$ cat src/rtl/endian_swap_pipe_pkg.sv
// Shared types for the endian swap pipeline: per-beat lane permutation modes.
package endian_pkg;

    typedef enum logic [1:0] {
        M_PASS    = 2'b00,
        M_REV     = 2'b01,
        M_SWAP2   = 2'b10,
        M_PAIRREV = 2'b11
    } swap_mode_t;

endpackage

$ cat src/rtl/endian_swap_pipe_if.sv
// Valid/ready stream pair for the endian swap pipeline: the input beat with its mode, and the output beat.
interface endian_swap_pipe_if
    import endian_pkg::*;
#(
    parameter int DATA_W = 32
);
    logic              in_valid;
    logic              in_ready;
    logic [DATA_W-1:0] in_data;
    swap_mode_t        in_mode;
    logic              out_valid;
    logic              out_ready;
    logic [DATA_W-1:0] out_data;

    modport master (
        output in_valid, in_data, in_mode, out_ready,
        input  in_ready, out_valid, out_data
    );

    modport slave (
        input  in_valid, in_data, in_mode, out_ready,
        output in_ready, out_valid, out_data
    );
endinterface

$ cat src/rtl/endian_swap_pipe_lane_permute.sv
// Combinational lane permutation: out lane i takes in lane p(i), where p depends on the mode.
module lane_permute
    import endian_pkg::*;
#(
    parameter int DATA_W = 32,
    parameter int LANE_W = 8
) (
    input  logic [DATA_W-1:0] data,
    input  swap_mode_t        mode,
    output logic [DATA_W-1:0] data_out
);
    localparam int N = DATA_W / LANE_W;

    // SWAP2 and PAIRREV work on lane pairs, so a beat has to hold a whole number of pairs.
    if (DATA_W % (2 * LANE_W) != 0) begin : g_bad_width
        $error("lane_permute: DATA_W must be a multiple of 2*LANE_W");
    end

    genvar gi;
    for (gi = 0; gi < N; gi++) begin : g_lane
        localparam int SRC_REV  = N - 1 - gi;
        localparam int SRC_SWAP = gi ^ 1;
        localparam int SRC_PAIR = 2 * (N / 2 - 1 - gi / 2) + (gi % 2);

        assign data_out[gi*LANE_W +: LANE_W] =
            (mode == M_PASS)  ? data[gi*LANE_W       +: LANE_W] :
            (mode == M_REV)   ? data[SRC_REV*LANE_W  +: LANE_W] :
            (mode == M_SWAP2) ? data[SRC_SWAP*LANE_W +: LANE_W] :
                                data[SRC_PAIR*LANE_W +: LANE_W];
    end
endmodule

$ cat src/rtl/endian_swap_pipe.sv
// Streaming lane-permute stage: output register plus one skid entry, so in_ready comes from a flop.
module endian_swap_pipe
    import endian_pkg::*;
#(
    parameter int DATA_W = 32,
    parameter int LANE_W = 8,
    parameter int CNT_W  = 16
) (
    input  logic             clk,
    input  logic             reset,
    endian_swap_pipe_if.slave bus,
    output logic [CNT_W-1:0] beat_count
);
    logic [DATA_W-1:0] perm_data;
    logic [DATA_W-1:0] out_data_q,  out_data_d;
    logic              out_valid_q, out_valid_d;
    logic [DATA_W-1:0] skid_data_q, skid_data_d;
    logic              skid_full_q, skid_full_d;
    logic              in_ready_q,  in_ready_d;
    logic [CNT_W-1:0]  cnt_q,       cnt_d;
    logic              in_fire;
    logic              out_fire;

    lane_permute #(
        .DATA_W (DATA_W),
        .LANE_W (LANE_W)
    ) u_permute (
        .data     (bus.in_data),
        .mode     (bus.in_mode),
        .data_out (perm_data)
    );

    assign in_fire  = bus.in_valid & in_ready_q;
    assign out_fire = out_valid_q & bus.out_ready;

    always_comb begin
        out_data_d  = out_data_q;
        out_valid_d = out_valid_q;
        skid_data_d = skid_data_q;
        skid_full_d = skid_full_q;
        cnt_d       = cnt_q;

        if (out_fire) begin
            cnt_d       = cnt_q + 1'b1;
            out_valid_d = skid_full_q;
            out_data_d  = skid_full_q ? skid_data_q : out_data_q;
            skid_full_d = 1'b0;
        end

        // in_fire implies the skid is empty, so the beat lands in the output
        // register unless that register is holding a stalled beat.
        if (in_fire) begin
            if (!out_valid_q || out_fire) begin
                out_data_d  = perm_data;
                out_valid_d = 1'b1;
            end else begin
                skid_data_d = perm_data;
                skid_full_d = 1'b1;
            end
        end

        in_ready_d = !skid_full_d;
    end

    always_ff @(posedge clk) begin
        if (reset) begin
            out_data_q  <= '0;
            out_valid_q <= 1'b0;
            skid_data_q <= '0;
            skid_full_q <= 1'b0;
            in_ready_q  <= 1'b1;
            cnt_q       <= '0;
        end else begin
            out_data_q  <= out_data_d;
            out_valid_q <= out_valid_d;
            skid_data_q <= skid_data_d;
            skid_full_q <= skid_full_d;
            in_ready_q  <= in_ready_d;
            cnt_q       <= cnt_d;
        end
    end

    assign bus.in_ready  = in_ready_q;
    assign bus.out_valid = out_valid_q;
    assign bus.out_data  = out_data_q;
    assign beat_count    = cnt_q;
endmodule
$ cat src/flat_wrapper.sv
// flat-port wrapper written by rule: the top's interface ports become plain ports
module endian_swap_pipe_flat import endian_pkg::*;
#(
    parameter int DATA_W = 32,
    parameter int LANE_W = 8,
    parameter int CNT_W  = 16
)
  (clk, reset, beat_count, bus_in_valid, bus_in_data, bus_in_mode, bus_out_ready, bus_in_ready, bus_out_valid, bus_out_data);
  endian_swap_pipe_if #(.DATA_W(DATA_W)) bus_i ();
  input  logic clk;
  input  logic reset;
  output logic [CNT_W-1:0] beat_count;
  input wire logic [$bits(bus_i.in_valid)-1:0] bus_in_valid;
  input wire logic [$bits(bus_i.in_data)-1:0] bus_in_data;
  input wire logic [$bits(bus_i.in_mode)-1:0] bus_in_mode;
  input wire logic [$bits(bus_i.out_ready)-1:0] bus_out_ready;
  output wire logic [$bits(bus_i.in_ready)-1:0] bus_in_ready;
  output wire logic [$bits(bus_i.out_valid)-1:0] bus_out_valid;
  output wire logic [$bits(bus_i.out_data)-1:0] bus_out_data;
  assign bus_i.in_valid = bus_in_valid;
  assign bus_i.in_data = bus_in_data;
  assign bus_i.in_mode = bus_in_mode;
  assign bus_i.out_ready = bus_out_ready;
  assign bus_in_ready = bus_i.in_ready;
  assign bus_out_valid = bus_i.out_valid;
  assign bus_out_data = bus_i.out_data;
  endian_swap_pipe #(.DATA_W(DATA_W), .LANE_W(LANE_W), .CNT_W(CNT_W)) u_core (.clk(clk), .reset(reset), .bus(bus_i), .beat_count(beat_count));
endmodule
$ cat config.mk
export PLATFORM = sky130hd
export DESIGN_NAME = endian_swap_pipe_flat
export DESIGN_NICKNAME = d
export VERILOG_FILES = /design/src/rtl/endian_swap_pipe_pkg.sv /design/src/rtl/endian_swap_pipe_if.sv /design/src/rtl/endian_swap_pipe_lane_permute.sv /design/src/rtl/endian_swap_pipe.sv /design/src/flat_wrapper.sv
export SDC_FILE = /design/constraint.sdc
export NUM_CORES = 1
export LEC_CHECK = 0
export CORE_MARGIN = 2
export CORE_UTILIZATION = 51
export DETAILED_ROUTE_END_ITERATION = 10
export PLACE_DENSITY = 0.8
export SKIP_CTS_REPAIR_TIMING = 1
export SLEW_MARGIN = 25
export SYNTH_ARGS = -nofsm -noshare
export SYNTH_HDL_FRONTEND = slang
export SYNTH_SLANG_ARGS = --single-unit
$ cat constraint.sdc
create_clock -name clk -period 1.6 [get_ports clk]
set_input_delay 0.32 -clock clk [delete_from_list [all_inputs] [get_ports clk]]
set_output_delay 0.32 -clock clk [all_outputs]
set_load 0.005 [all_outputs]
==> impl_metrics.csv <==
group,metric,value,unit
global_routing,grt_max_degree,35,
synth,yosys.area_share.xor_xnor,2.33,%
synth,portion_of_netlist_area_occupied_by_mux_cells,25.4,%
global_routing,first_pass_grt_wire_length,16600,um
clocking,tritoncts,"done",
setup_path,worst_ep_arrival_time,1.87,ns
synth,synthArstFlopShare,0,%
sta,timing.final.hold_violations,0,
cells_and_area,area.growth.synth_to_final,32.7,%
sta,layout_min_cycle_time,1.63,ns
synth,synthesis.area,4140,um2
setup_path,startpoint_type,"input pin",
synth,postSynth.topFlopCell,"dfxtp_1",
route,number_of_iterations_in_the_first_detailed_routing_pass,5,
power_and_ir_drop,peakVddDrop,0.425,mV
setup_path,critPathMaxFanout,34,
sta,final_max_slew_viol_count,0,
synth,synthSimpleGateAreaFrac,15.4,%
die,floorplan.die_area,8850,um2
synth,synth-seq-cells,83,
synth,ys_warn_count,0,
synth,synth_edf_count,0,
power_and_ir_drop,power_per_cell_area,847,nW/um2
min_path,worstHoldPathType,"in2reg",
sta,fmax,615,MHz
synth,ys_seq_area_share,40.1,%
clocking,clkTransAtPathRegs,0.08,ns
placement,place.gp.congestion,0.953,
clocking,clkSinkCount,83,
synth,synth-adder-area-share,0.302,%
synth,synth_cell_types,29,
die,floorplan.initialDensity,53.0,%
clocking,maximum_buffer_depth_of_the_clock_tree,2,
route,num_vias,3600,
setup_path,critPathKind,"in2reg",
die,dieWidth,94.1,um
die,dieHeight,94.1,um
global_routing,globalRouteTotalUtil,24.2,%
clocking,insertion_delay,0.36,ns
placement,hpwl_after_dpl,7370,um
setup_path,critical_path_required,1.84,ns
sta,post-route-period-util,102,%
placement,detailed_place.area,5260,um2
synth,synth_area_per_cell,9.95,um2
placement,io_buffer_count,87,
run_status,failed_checks,"setup timing",
route,routedWlPerCell,17.2,um
synth,postSynthCellCount,416,
route,antenna_violating_nets_post_route,0,
cells_and_area,n_diodes,0,
sta,max_slew.worst_pin.slew,0.421,ns
cells_and_area,share_of_post_route_cells_with_drive_strength_above_1,21.1,%
flow_run,drv_cap,0,
run_status,outcome,"finished with violations",
synth,synth-compound-area-share,10.9,%
global_routing,vias_in_the_first_global_route,3350,
setup_path,setup.worst_path.end_class,"flip-flop",
clocking,htree_num_levels,3,
cells_and_area,design.final.nets,547,
global_routing,overflow,0,
die,floorplan.rows,32,
sta,skew,0.0106,ns
sta,slew_headroom,71.9,%
global_routing,antenna_found_initial,0,
sta,layout_setup_ws,-0.0267,ns
synth,synth_top_family_by_area,"multiplexers",
clocking,cts-root-buf,"clkbuf_8",
sta,final-setup-viol-count,1,
route,sum_of_routed_wire_length_over_all_layers,10500,um
route,vias_per_cell,5.86,
setup_path,reg2reg_slack,0.16,ns
synth,syn_nets,455,
power_and_ir_drop,leakage,2.24,nW
route,drt_iter0_drc,257,
die,ios,88,
placement,detailedPlace.worstSlack,-0.278,ns
clocking,cts-buffers-inserted,9,
route,remaining_drc_errors,0,
die,core_area,7810,um2
cells_and_area,layout.cell_area.non_filler,5490,um2
## path summary, 6_finish.rpt
check,startpoint,end,depth (start not counted)
worst max-delay path,bus_out_ready,u_core.bus.out_data[0]$_SDFF_PP0_,7
worst min-delay path,reset,u_core.beat_count[10]$_SDFFE_PP0P_,2
worst max register to register,u_core.beat_count[5]$_SDFFE_PP0P_,u_core.beat_count[15]$_SDFFE_PP0P_,4
worst min register to register,u_core.skid_data_q[7]$_SDFFE_PP0P_,u_core.skid_data_q[7]$_SDFFE_PP0P_,2
## logic make-up (layout without fill, tap and decap cells)
logic type / count (synthesis) / in the layout
XOR/XNOR: 11 / 11
multiplexers: 65 / 65
AO/OA/AOI/OAI: 74 / 74
flip-flops: 83 / 83
buffers and inverters: 39 / 135
adder cells (fa/ha/maj): 1 / 1
AND/OR/NAND/NOR: 143 / 143
## per-stage QoR
step / util [%] / setup TNS [ns] / hold WS (ns) / power, mW / std cells
after global placement: 67.3 / -14.18 / 0.440 / 3.12 / 599
after detailed placement: 67.3 / -16.40 / 0.447 / 3.15 / 599
after floorplan: - / 0 / 0.436 / 2.72 / 416
after global routing: 70.3 / -0.0991 / 0.403 / 4.83 / 614
after CTS: 69.9 / -0.364 / 0.369 / 4.66 / 614
final: 70.3 / -0.0267 / 0.376 / 4.65 / 614
## report_power, final
group / internal, mW / switching (mW) / leakage [nW]
combinational: 0.493 / 0.381 / 1.45
sequential: 2.17 / 0.0689 / 0.686
clock: 0.798 / 0.737 / 0.106
total: 3.46 / 1.19 / 2.24
## metal layers
layer | part of all wire, % | track usage (%) | vias to the layer above
met5 | 0 | 0 | -
met4 | 1.9 | 7.61 | 0
met3 | 6.4 | 4.49 | 19
met2 | 50 | 38.7 | 155
met1 | 42 | 33.3 | 1752
li1 | - | - | 1674
## cell usage after synthesis, types with 2 or more instances
| cell type | number | share of area (%) |
|---|---|---|
| clkbuf_1 | 13 | 1.2 |
| nand4_1 | 4 | 0.60 |
| inv_1 | 2 | 0.18 |
| buf_4 | 5 | 0.91 |
| or2_2 | 2 | 0.30 |
| a211oi_1 | 32 | 5.8 |
| buf_2 | 13 | 1.6 |
| and4_1 | 2 | 0.42 |
| a21oi_1 | 38 | 4.6 |
| nand3_1 | 5 | 0.60 |
| o21ai_0 | 4 | 0.48 |
| nand3_2 | 3 | 0.73 |
| dfxtp_1 | 83 | 40 |
| xor2_1 | 11 | 2.3 |
| nand2_1 | 71 | 6.4 |
| or3_1 | 3 | 0.45 |
| mux2i_1 | 32 | 7.7 |
| buf_6 | 6 | 1.6 |
| mux4_2 | 32 | 17 |
| nor2_1 | 46 | 4.2 |
## placed cells by master (no fill, tap or decap), drive strengths merged, types with 2 or more instances in the layout
cell and instances:
o21ai 4, clkbuf 11, nand4 5, a21oi 38, dlymetal6s2s 4, clkinv 2, nand2 71, clkdlybuf4s50 81
xor2 11, a211oi 32, inv 3, mux2i 32, nand3 8, nor2 46, dfxtp 83, or2 2
mux4 32, or3 3, buf 33, and4 3
## state kept, by name, indices dropped and copies added, names as in the netlist
name,flops
u_core.beat_count,16
u_core.bus.in_ready,1
u_core.skid_data_q,32
u_core.bus.out_valid,1
u_core.bus.out_data,32
u_core.skid_full_q,1
## worst max-delay path, stage by stage
cell	delay, ns
clkdlybuf4s50_1	0.47
buf_4	0.19
nand2b_4	0.15
nand3_2	0.14
buf_12	0.21
nor2_1	0.08
a211oi_1	0.30
## area by class of cell
cell class | instances | area [um2]
Clock buffer | 11 | 151
Clock inverter | 4 | 48.8
Fill cell | 582 | 2320
Inverter | 2 | 7.51
Multi-Input combinational cell | 294 | 2250
Sequential cell | 83 | 1680
Tap cell | 102 | 128
Timing Repair Buffer | 118 | 1220
(Power assumes the default switching activity.)
